File: src/rtl/sobel_frame_sched.sv
// ============================================================================
// Module   : sobel_frame_sched
// Brief    : Descriptor-queued frame controller with watchdog for a Sobel core
// Revision : 1.0 - initial release
// ============================================================================
`default_nettype none

module sobel_frame_sched #(
    parameter int DEPTH   = 4,
    parameter int BUF_W   = 2,
    parameter int TMO_W   = 20,
    parameter int TIMEOUT = 1000000
) (
    input  logic             ap_clk,
    input  logic             ap_rst_n,
    input  logic             req_valid,
    output logic             req_ready,
    input  logic [BUF_W-1:0] req_src,
    input  logic [BUF_W-1:0] req_dst,
    input  logic [2:0]       req_key,
    input  logic [3:0]       req_tag,
    output logic             cmp_valid,
    input  logic             cmp_ready,
    output logic [3:0]       cmp_tag,
    output logic [1:0]       cmp_status,
    output logic             core_start,
    input  logic             core_done,
    input  logic             core_idle,
    output logic             core_rst,
    output logic [2:0]       core_key,
    output logic [BUF_W-1:0] core_src_sel,
    output logic [BUF_W-1:0] core_dst_sel,
    output logic             busy,
    output logic [15:0]      frames_done
);

    localparam int PTR_W  = (DEPTH > 1) ? $clog2(DEPTH) : 1;
    localparam int CNT_W  = PTR_W + 1;
    localparam int DESC_W = 2 * BUF_W + 7;

    localparam logic [2:0] S_IDLE   = 3'd0;
    localparam logic [2:0] S_LAUNCH = 3'd1;
    localparam logic [2:0] S_RUN    = 3'd2;
    localparam logic [2:0] S_FLUSH  = 3'd3;
    localparam logic [2:0] S_REPORT = 3'd4;

    localparam logic [CNT_W-1:0] C_FULL     = CNT_W'(DEPTH);
    localparam logic [TMO_W-1:0] C_TMO_LAST = TMO_W'(TIMEOUT - 1);

    logic [DESC_W-1:0] fifo_q [DEPTH];
    logic [PTR_W-1:0]  wr_ptr_q, rd_ptr_q;
    logic [CNT_W-1:0]  count_q, count_d;
    logic              ready_q;
    logic [2:0]        state_q, state_d;
    logic [TMO_W-1:0]  wdog_q, wdog_d;
    logic              flush_q, flush_d;
    logic              status_q, status_d;
    logic [3:0]        tag_q;
    logic [2:0]        key_q;
    logic [BUF_W-1:0]  src_q, dst_q;
    logic              core_rst_q;
    logic              busy_q;
    logic [15:0]       frames_q;
    logic              push, pop;

    // Ready is registered from next occupancy so a full FIFO never accepts,
    // even when a pop happens in the same cycle.
    assign push    = req_valid & ready_q;
    assign pop     = (state_q == S_IDLE) && (count_q != '0) && core_idle;
    assign count_d = count_q + CNT_W'(push) - CNT_W'(pop);

    always_ff @(posedge ap_clk) begin
        if (push) begin
            fifo_q[wr_ptr_q] <= {req_src, req_dst, req_key, req_tag};
        end
    end

    always_comb begin
        state_d  = state_q;
        wdog_d   = wdog_q;
        flush_d  = flush_q;
        status_d = status_q;
        case (state_q)
            S_IDLE: begin
                if (pop) state_d = S_LAUNCH;
            end
            S_LAUNCH: begin
                wdog_d  = '0;
                state_d = S_RUN;
            end
            S_RUN: begin
                // Done takes priority over a coincident watchdog expiry.
                if (core_done) begin
                    state_d  = S_REPORT;
                    status_d = 1'b0;
                end else if (wdog_q == C_TMO_LAST) begin
                    state_d = S_FLUSH;
                    flush_d = 1'b0;
                end else begin
                    wdog_d = wdog_q + 1'b1;
                end
            end
            S_FLUSH: begin
                if (flush_q) begin
                    state_d  = S_REPORT;
                    status_d = 1'b1;
                end else begin
                    flush_d = 1'b1;
                end
            end
            S_REPORT: begin
                if (cmp_ready) state_d = S_IDLE;
            end
            default: state_d = S_IDLE;
        endcase
    end

    always_ff @(posedge ap_clk) begin
        if (!ap_rst_n) begin
            wr_ptr_q   <= '0;
            rd_ptr_q   <= '0;
            count_q    <= '0;
            ready_q    <= 1'b0;
            state_q    <= S_IDLE;
            wdog_q     <= '0;
            flush_q    <= 1'b0;
            status_q   <= 1'b0;
            tag_q      <= '0;
            key_q      <= '0;
            src_q      <= '0;
            dst_q      <= '0;
            core_rst_q <= 1'b1;
            busy_q     <= 1'b0;
            frames_q   <= '0;
        end else begin
            if (push) wr_ptr_q <= wr_ptr_q + 1'b1;
            if (pop) begin
                rd_ptr_q <= rd_ptr_q + 1'b1;
                {src_q, dst_q, key_q, tag_q} <= fifo_q[rd_ptr_q];
            end
            count_q    <= count_d;
            ready_q    <= (count_d != C_FULL);
            state_q    <= state_d;
            wdog_q     <= wdog_d;
            flush_q    <= flush_d;
            status_q   <= status_d;
            core_rst_q <= (state_d == S_FLUSH);
            busy_q     <= (state_q != S_IDLE) || (count_q != '0);
            if ((state_q == S_REPORT) && cmp_ready && !status_q && (frames_q != 16'hFFFF)) begin
                frames_q <= frames_q + 16'd1;
            end
        end
    end

    assign req_ready    = ready_q;
    assign cmp_valid    = (state_q == S_REPORT);
    assign cmp_tag      = tag_q;
    assign cmp_status   = {1'b0, status_q};
    assign core_start   = (state_q == S_RUN);
    assign core_rst     = core_rst_q;
    assign core_key     = key_q;
    assign core_src_sel = src_q;
    assign core_dst_sel = dst_q;
    assign busy         = busy_q;
    assign frames_done  = frames_q;

endmodule

`default_nettype wire

File: config.mk
export PLATFORM = sky130hd
export DESIGN_NAME = sobel_frame_sched
export DESIGN_NICKNAME = d
export VERILOG_FILES = /design/src/rtl/sobel_frame_sched.sv
export SDC_FILE = /design/constraint.sdc
export NUM_CORES = 1
export LEC_CHECK = 0
export ABC_AREA = 1
export BUFFER_PORTS_ARGS = -buffer_cell sky130_fd_sc_hd__buf_2
export CORE_ASPECT_RATIO = 1.1
export CORE_UTILIZATION = 58
export CTS_CLUSTER_SIZE = 30
export DETAILED_ROUTE_END_ITERATION = 16
export PLACE_DENSITY = 0.79
export SLEW_MARGIN = 20
export SYNTH_ARGS = -nofsm -noshare
export SYNTH_HDL_FRONTEND = slang
export SYNTH_SLANG_ARGS = --single-unit
File: constraint.sdc
create_clock -name ap_clk -period 3 [get_ports ap_clk]
set_input_delay 0.6 -clock ap_clk [delete_from_list [all_inputs] [get_ports ap_clk]]
set_output_delay 0.6 -clock ap_clk [all_outputs]
set_load 0.01 [all_outputs]
==> impl_metrics.json, run 1 <==
{
  "outcome": "completed",
  "fp.dieH_um": 97.4,
  "crit_path_end_kind": "register",
  "ant_nets": 0,
  "ios": 51,
  "cts-resized-gates": 0,
  "tns_ps": 0,
  "syn_area_um2": 4800,
  "synth_nets": 602,
  "rsz0062_at_grt": "false",
  "ir_drop_mv": 0.442,
  "setup_viol": 0,
  "clkLatencyLatePin_ps": 370,
  "ff_latch_area_um2": 2560,
  "instances_no_fill": 737,
  "most-common-layout-cells": "112 x nor2_1, 97 x nand2_1, 62 x dfxtp_1",
  "finalClockSkew_ps": 15.2,
  "cts_root_buffer": "clkbuf_8",
  "cp-start-kind": "register",
  "antenna_found_initial": 0,
  "post_synth_num_cell_types": 36,
  "finalNetCount": 650,
  "path_clk_slew_ps": 110,
  "clock-sinks": 106,
  "hold_class": "input port to register",
  "place.gp.congestion": 0.844,
  "row_count": 34,
  "htree_levels": 3,
  "final_common_cell": "nor2_1",
  "hold_ws_ps": 440,
  "drc": 0,
  "yosys.area.top_type": "edfxtp_1",
  "area_growth_pct": 10.8,
  "fillers": 654,
  "vias_per_cell": 5.41,
  "first_global_vias": 3719,
  "grt_pass1_wl_mm": 16.4,
  "vias": 3990,
  "port-buffer-count": 49,
  "max_slew.worst_pin.slew_ps": 696,
  "dp_cells": 721,
  "synth.ff_latch_count": 106,
  "period_share": 0.751,
  "layout_min_cycle_time_ps": 2250,
  "maxSlewHeadroom": 0.536,
  "start_util": 0.603,
  "crit_path_max_fanout": 5,
  "p_leak_nw": 2.06,
  "finalWirelength_mm": 9.94,
  "hold_buffers": 0,
  "cap_violations": 0,
  "hold_viol": 0,
  "n_antenna_cell": 0,
  "cts_buffer_depth": 2,
  "synthCells": 576,
  "grt_usage": 0.245,
  "die_area_um2": 8640,
  "die_x_um": 88.7,
  "grt_max_degree": 30,
  "wl_per_cell_um": 13.5,
  "cts_inserted_buffers": 9,
  "drv_slew": 0,
  "grt_overflow": 0,
  "powerDensity_nw_per_um2": 629,
  "power_w": 0.00334,
  "drtIter0Drc": 181,
  "async_flop_share": 0,
  "syn_avg_cell_area_um2": 8.33,
  "fmax_mhz": 444,
  "dp_slack_ps": 612,
  "synth_edf_count": 44,
  "worst_slack_ps": 747,
  "critPathKind": "register to register",
  "seq_area_frac_synth": 0.534,
  "worstPathRequired_ps": 3260,
  "postCtsSetupBuffers": 0,
  "layout-drive-gt1-share": 0.135,
  "synth_warnings": 0,
  "critPathArrivalTime_ps": 2510,
  "synth_area_leaders": "edfxtp_1 28%, dfxtp_1 26%, nor2_1 8.8%",
  "dp_hpwl_mm": 6.77,
  "yosys_most_used_dff": "dfxtp_1",
  "cts_tree": "done",
  "coreArea_um2": 7960,
  "synthDominantCellAreaShare": 0.275,
  "multi_input_area_um2": 1910,
  "firstDrtPassIters": 4
}
-- final timing paths --
path                                  from  depth (start not counted)            to  slack [ps]
worst max-delay path            state_q[1]                         12     req_ready         750
worst min-delay path            req_key[0]                          1  fifo_q[1][4]         440
worst max register to register  state_q[1]                         12     req_ready         750
worst min register to register    status_q                          2      status_q         500
-- cell usage after synthesis (4+ instances only) --
cell	instances
a21oi_1	31
a31oi_1	12
clkbuf_1	11
dfxtp_1	62
edfxtp_1	44
ha_1	8
inv_1	58
nand2_1	97
nand3_1	32
nand4_1	7
nor2_1	112
nor3_1	14
o21ai_0	44
xnor2_1	4
xor2_1	9
-- state kept, by name, summed over array words and instances, names as in the netlist --
signal        count
flush_q           1
count_q           3
cmp_tag           4
busy              1
wr_ptr_q          2
state_q           3
fifo_q           44
core_dst_sel      2
core_src_sel      2
req_ready         1
core_rst          1
frames_done      16
rd_ptr_q          2
status_q          1
core_key          3
wdog_q           20
-- logic make-up (layout without fill, tap and decap cells) --
kind of cell,Yosys count,after routing,synth area share
simple gates,278,278,0.250
compound gates,90,90,0.0991
xor+xnor,13,13,0.0237
buf+inv,79,132,0.0670
flops,106,106,0.534
other cells,1,1,0.000782
fa+ha+maj,9,9,0.0250
-- worst max-delay path, cell delays in order (launching register included) --
cell and delay (ps):
dfxtp_1 420, nor2_1 80, nand2_1 70, inv_1 50, nand3_1 150, inv_1 90, ha_1 270, inv_1 40
ha_1 180, fa_1 370, xnor2_1 160, o31ai_1 210, inv_1 60
-- metal layers --
layer,share of wire,track usage,vias to the layer above
met4,0.0098,0.0620,0
met3,0.059,0.0586,13
met2,0.51,0.420,126
met5,0,0,-
met1,0.42,0.305,1869
li1,-,-,1982
-- final cells by class --
cell class | instances | area share
Sequential cell | 106 | 0.482
Multi-Input combinational cell | 391 | 0.360
Timing Repair Buffer | 56 | 0.0560
Inverter | 60 | 0.0424
Tap cell | 108 | 0.0254
Clock buffer | 9 | 0.0233
Clock inverter | 7 | 0.0111
-- through the flow --
stage          instance area, um^2   util
3_5_place_dp                  5130  0.645
5_1_grt                       5320  0.668
4_1_cts                       5320  0.668
2_1_floorplan                 4800      -
6_report                      5320  0.668
3_3_place_gp                  5130  0.645
-- power by group --
part | internal (W) | leakage (nW) | switching [W] | total (W)
logic | 0.000259 | 1.07 | 0.000515 | 0.000774
clock network | 0.000316 | 0.0872 | 0.000519 | 0.000834
registers | 0.00166 | 0.903 | 0.0000776 | 0.00174
total | 0.00223 | 2.06 | 0.00111 | 0.00334
(Power assumes the default switching activity.)
==> inputs of run 2 (changes only) <==
clock period = 2.3 ns   (was 3 ns; I/O delays follow)
==> run 2 against run 1 <==
Effect of this change:
- power rose by 29%
- global-route usage fell by 0.26 points
- flip-flop and latch count did not move
- setup slack got worse by 600 ps
- sequential power rose by 29%
- clock skew fell by 7.9 ps
- maximum frequency rose by 4.4%
- worst hold slack got worse by 150 ps
- combinational power rose by 32%
- critical path type unchanged
==> impl_metrics.json, run 2 (same netlist as run 1, synthesis figures left out) <==
{
  "tns_ps": 0,
  "hold_class": "input port to register",
  "port-buffer-count": 49,
  "worstPathRequired_ps": 2560,
  "grt_usage": 0.242,
  "finalNetCount": 654,
  "dp_hpwl_mm": 6.65,
  "drtIter0Drc": 210,
  "crit_buf_inv": 4,
  "max_slew.worst_pin.slew_ps": 684,
  "fmax_mhz": 464,
  "critPathSlowestCell": "dfxtp_1",
  "finish.utilization": 0.671,
  "finalClockSkew_ps": 7.35,
  "rsz0062_at_grt": "false",
  "p_leak_nw": 2.08,
  "postCtsSetupBuffers": 0,
  "crit_path_frequent_cell": "inv_1",
  "vias_per_cell": 5.28,
  "grt_max_degree": 30,
  "clock-sinks": 106,
  "clkLatencyLatePin_ps": 370,
  "path_cells": "nor2_1 -> nand2_1 -> inv_1 -> nand3_1 -> inv_1 -> ha_1 -> inv_1 -> ha_1 -> fa_1 -> xnor2_1 -> o31ai_1 -> inv_1",
  "drc": 0,
  "period_share": 0.938,
  "final_common_cell": "nor2_1",
  "coreArea_um2": 7960,
  "critPathKind": "register to register",
  "reg2reg_slack_ps": 140,
  "die_area_um2": 8640,
  "hold_ws_ps": 294,
  "drv_slew": 0,
  "fp.dieH_um": 97.4,
  "crit_path_end_kind": "register",
  "cts-resized-gates": 0,
  "die_x_um": 88.7,
  "first_global_vias": 3702,
  "cts_inserted_buffers": 9,
  "vias": 3915,
  "crit_end": "req_ready",
  "area_growth_pct": 11.3,
  "slowest_delay_ps": 430,
  "cts_root_buffer": "clkbuf_8",
  "fillers": 651,
  "htree_levels": 3,
  "powerDensity_nw_per_um2": 808,
  "cp_top_family": "adder cells",
  "row_count": 34,
  "cts_buffer_depth": 2,
  "cap_violations": 0,
  "critPathArrivalTime_ps": 2420,
  "most-common-layout-cells": "112 x nor2_1, 97 x nand2_1, 62 x dfxtp_1",
  "grt_overflow": 0,
  "grt_pass1_wl_mm": 16.1,
  "hold_viol": 0,
  "place.gp.congestion": 0.848,
  "ant_nets": 0,
  "ir_drop_mv": 0.515,
  "antenna_found_initial": 0,
  "setup_viol": 0,
  "reg2reg_depth": 12,
  "largest_reg_flops": 44,
  "crit_cells": 12,
  "cts_tree": "done",
  "largest_register": "fifo_q",
  "firstDrtPassIters": 4,
  "cp-start-kind": "register",
  "layout_min_cycle_time_ps": 2160,
  "rr_endpoint": "req_ready",
  "crit_path_max_fanout": 5,
  "ios": 51,
  "path_clk_slew_ps": 100,
  "maxSlewHeadroom": 0.543,
  "finalWirelength_mm": 9.62,
  "n_antenna_cell": 0,
  "startpoint": "state_q[1]",
  "layout-drive-gt1-share": 0.141,
  "outcome": "completed",
  "hold_buffers": 0,
  "wl_per_cell_um": 13.0,
  "worstReg2RegStart": "state_q[1]",
  "start_util": 0.603
}
run 2: worst register-to-register path, cell delays in order (launching register included):
cell and delay [ps]:
dfxtp_1 430, nor2_1 80, nand2_1 70, inv_1 50, nand3_1 80, inv_1 80
ha_1 270, inv_1 40, ha_1 180, fa_1 380, xnor2_1 160, o31ai_1 190
inv_1 50
run 2: area by class of cell:
cell class	instances	area (um^2)	share of cell area
repair buffers	60	328	0.0614
flip-flops and latches	106	2560	0.480
inverters	60	225	0.0422
well taps	108	135	0.0253
clock inverters	7	52.6	0.00984
clock buffers	9	124	0.0232
multi-input cells	391	1910	0.358
run 2: through the flow:
step	setup slack, ps	area [um^2]	power [W]	cells
floorplan	67.5	4800	0.00300	576
global placement	225	5160	0.00327	725
detailed placement	154	5160	0.00331	725
CTS	123	5340	0.00435	741
global route	8.19	5340	0.00459	741
finish	143	5340	0.00431	741
run 2: where the power goes:
| part | internal, W | switching [W] |
|---|---|---|
| logic | 0.000354 | 0.000666 |
| clock network | 0.000402 | 0.000641 |
| registers | 0.00216 | 0.0000887 |
run 2: layer usage:
layer	GRT usage	part of all wire	up-vias
met4	0.0955	0.020	0
met1	0.306	0.45	1804
li1	-	-	1993
met3	0.0510	0.050	19
met5	0	0	-
met2	0.399	0.49	99
run 2: worst min path at each step:
| stage | startpoint | endpoint | slack [ps] | cells after the start |
|---|---|---|---|---|
| after floorplan | status_q | status_q | 450 | 2 |
| after global placement | status_q | status_q | 460 | 2 |
| after detailed placement | flush_q | flush_q | 480 | 2 |
| after CTS | req_src[0] | fifo_q[1][9] | 280 | 1 |
| after global routing | req_src[0] | fifo_q[0][9] | 270 | 1 |
| final | req_src[0] | fifo_q[0][9] | 290 | 1 |
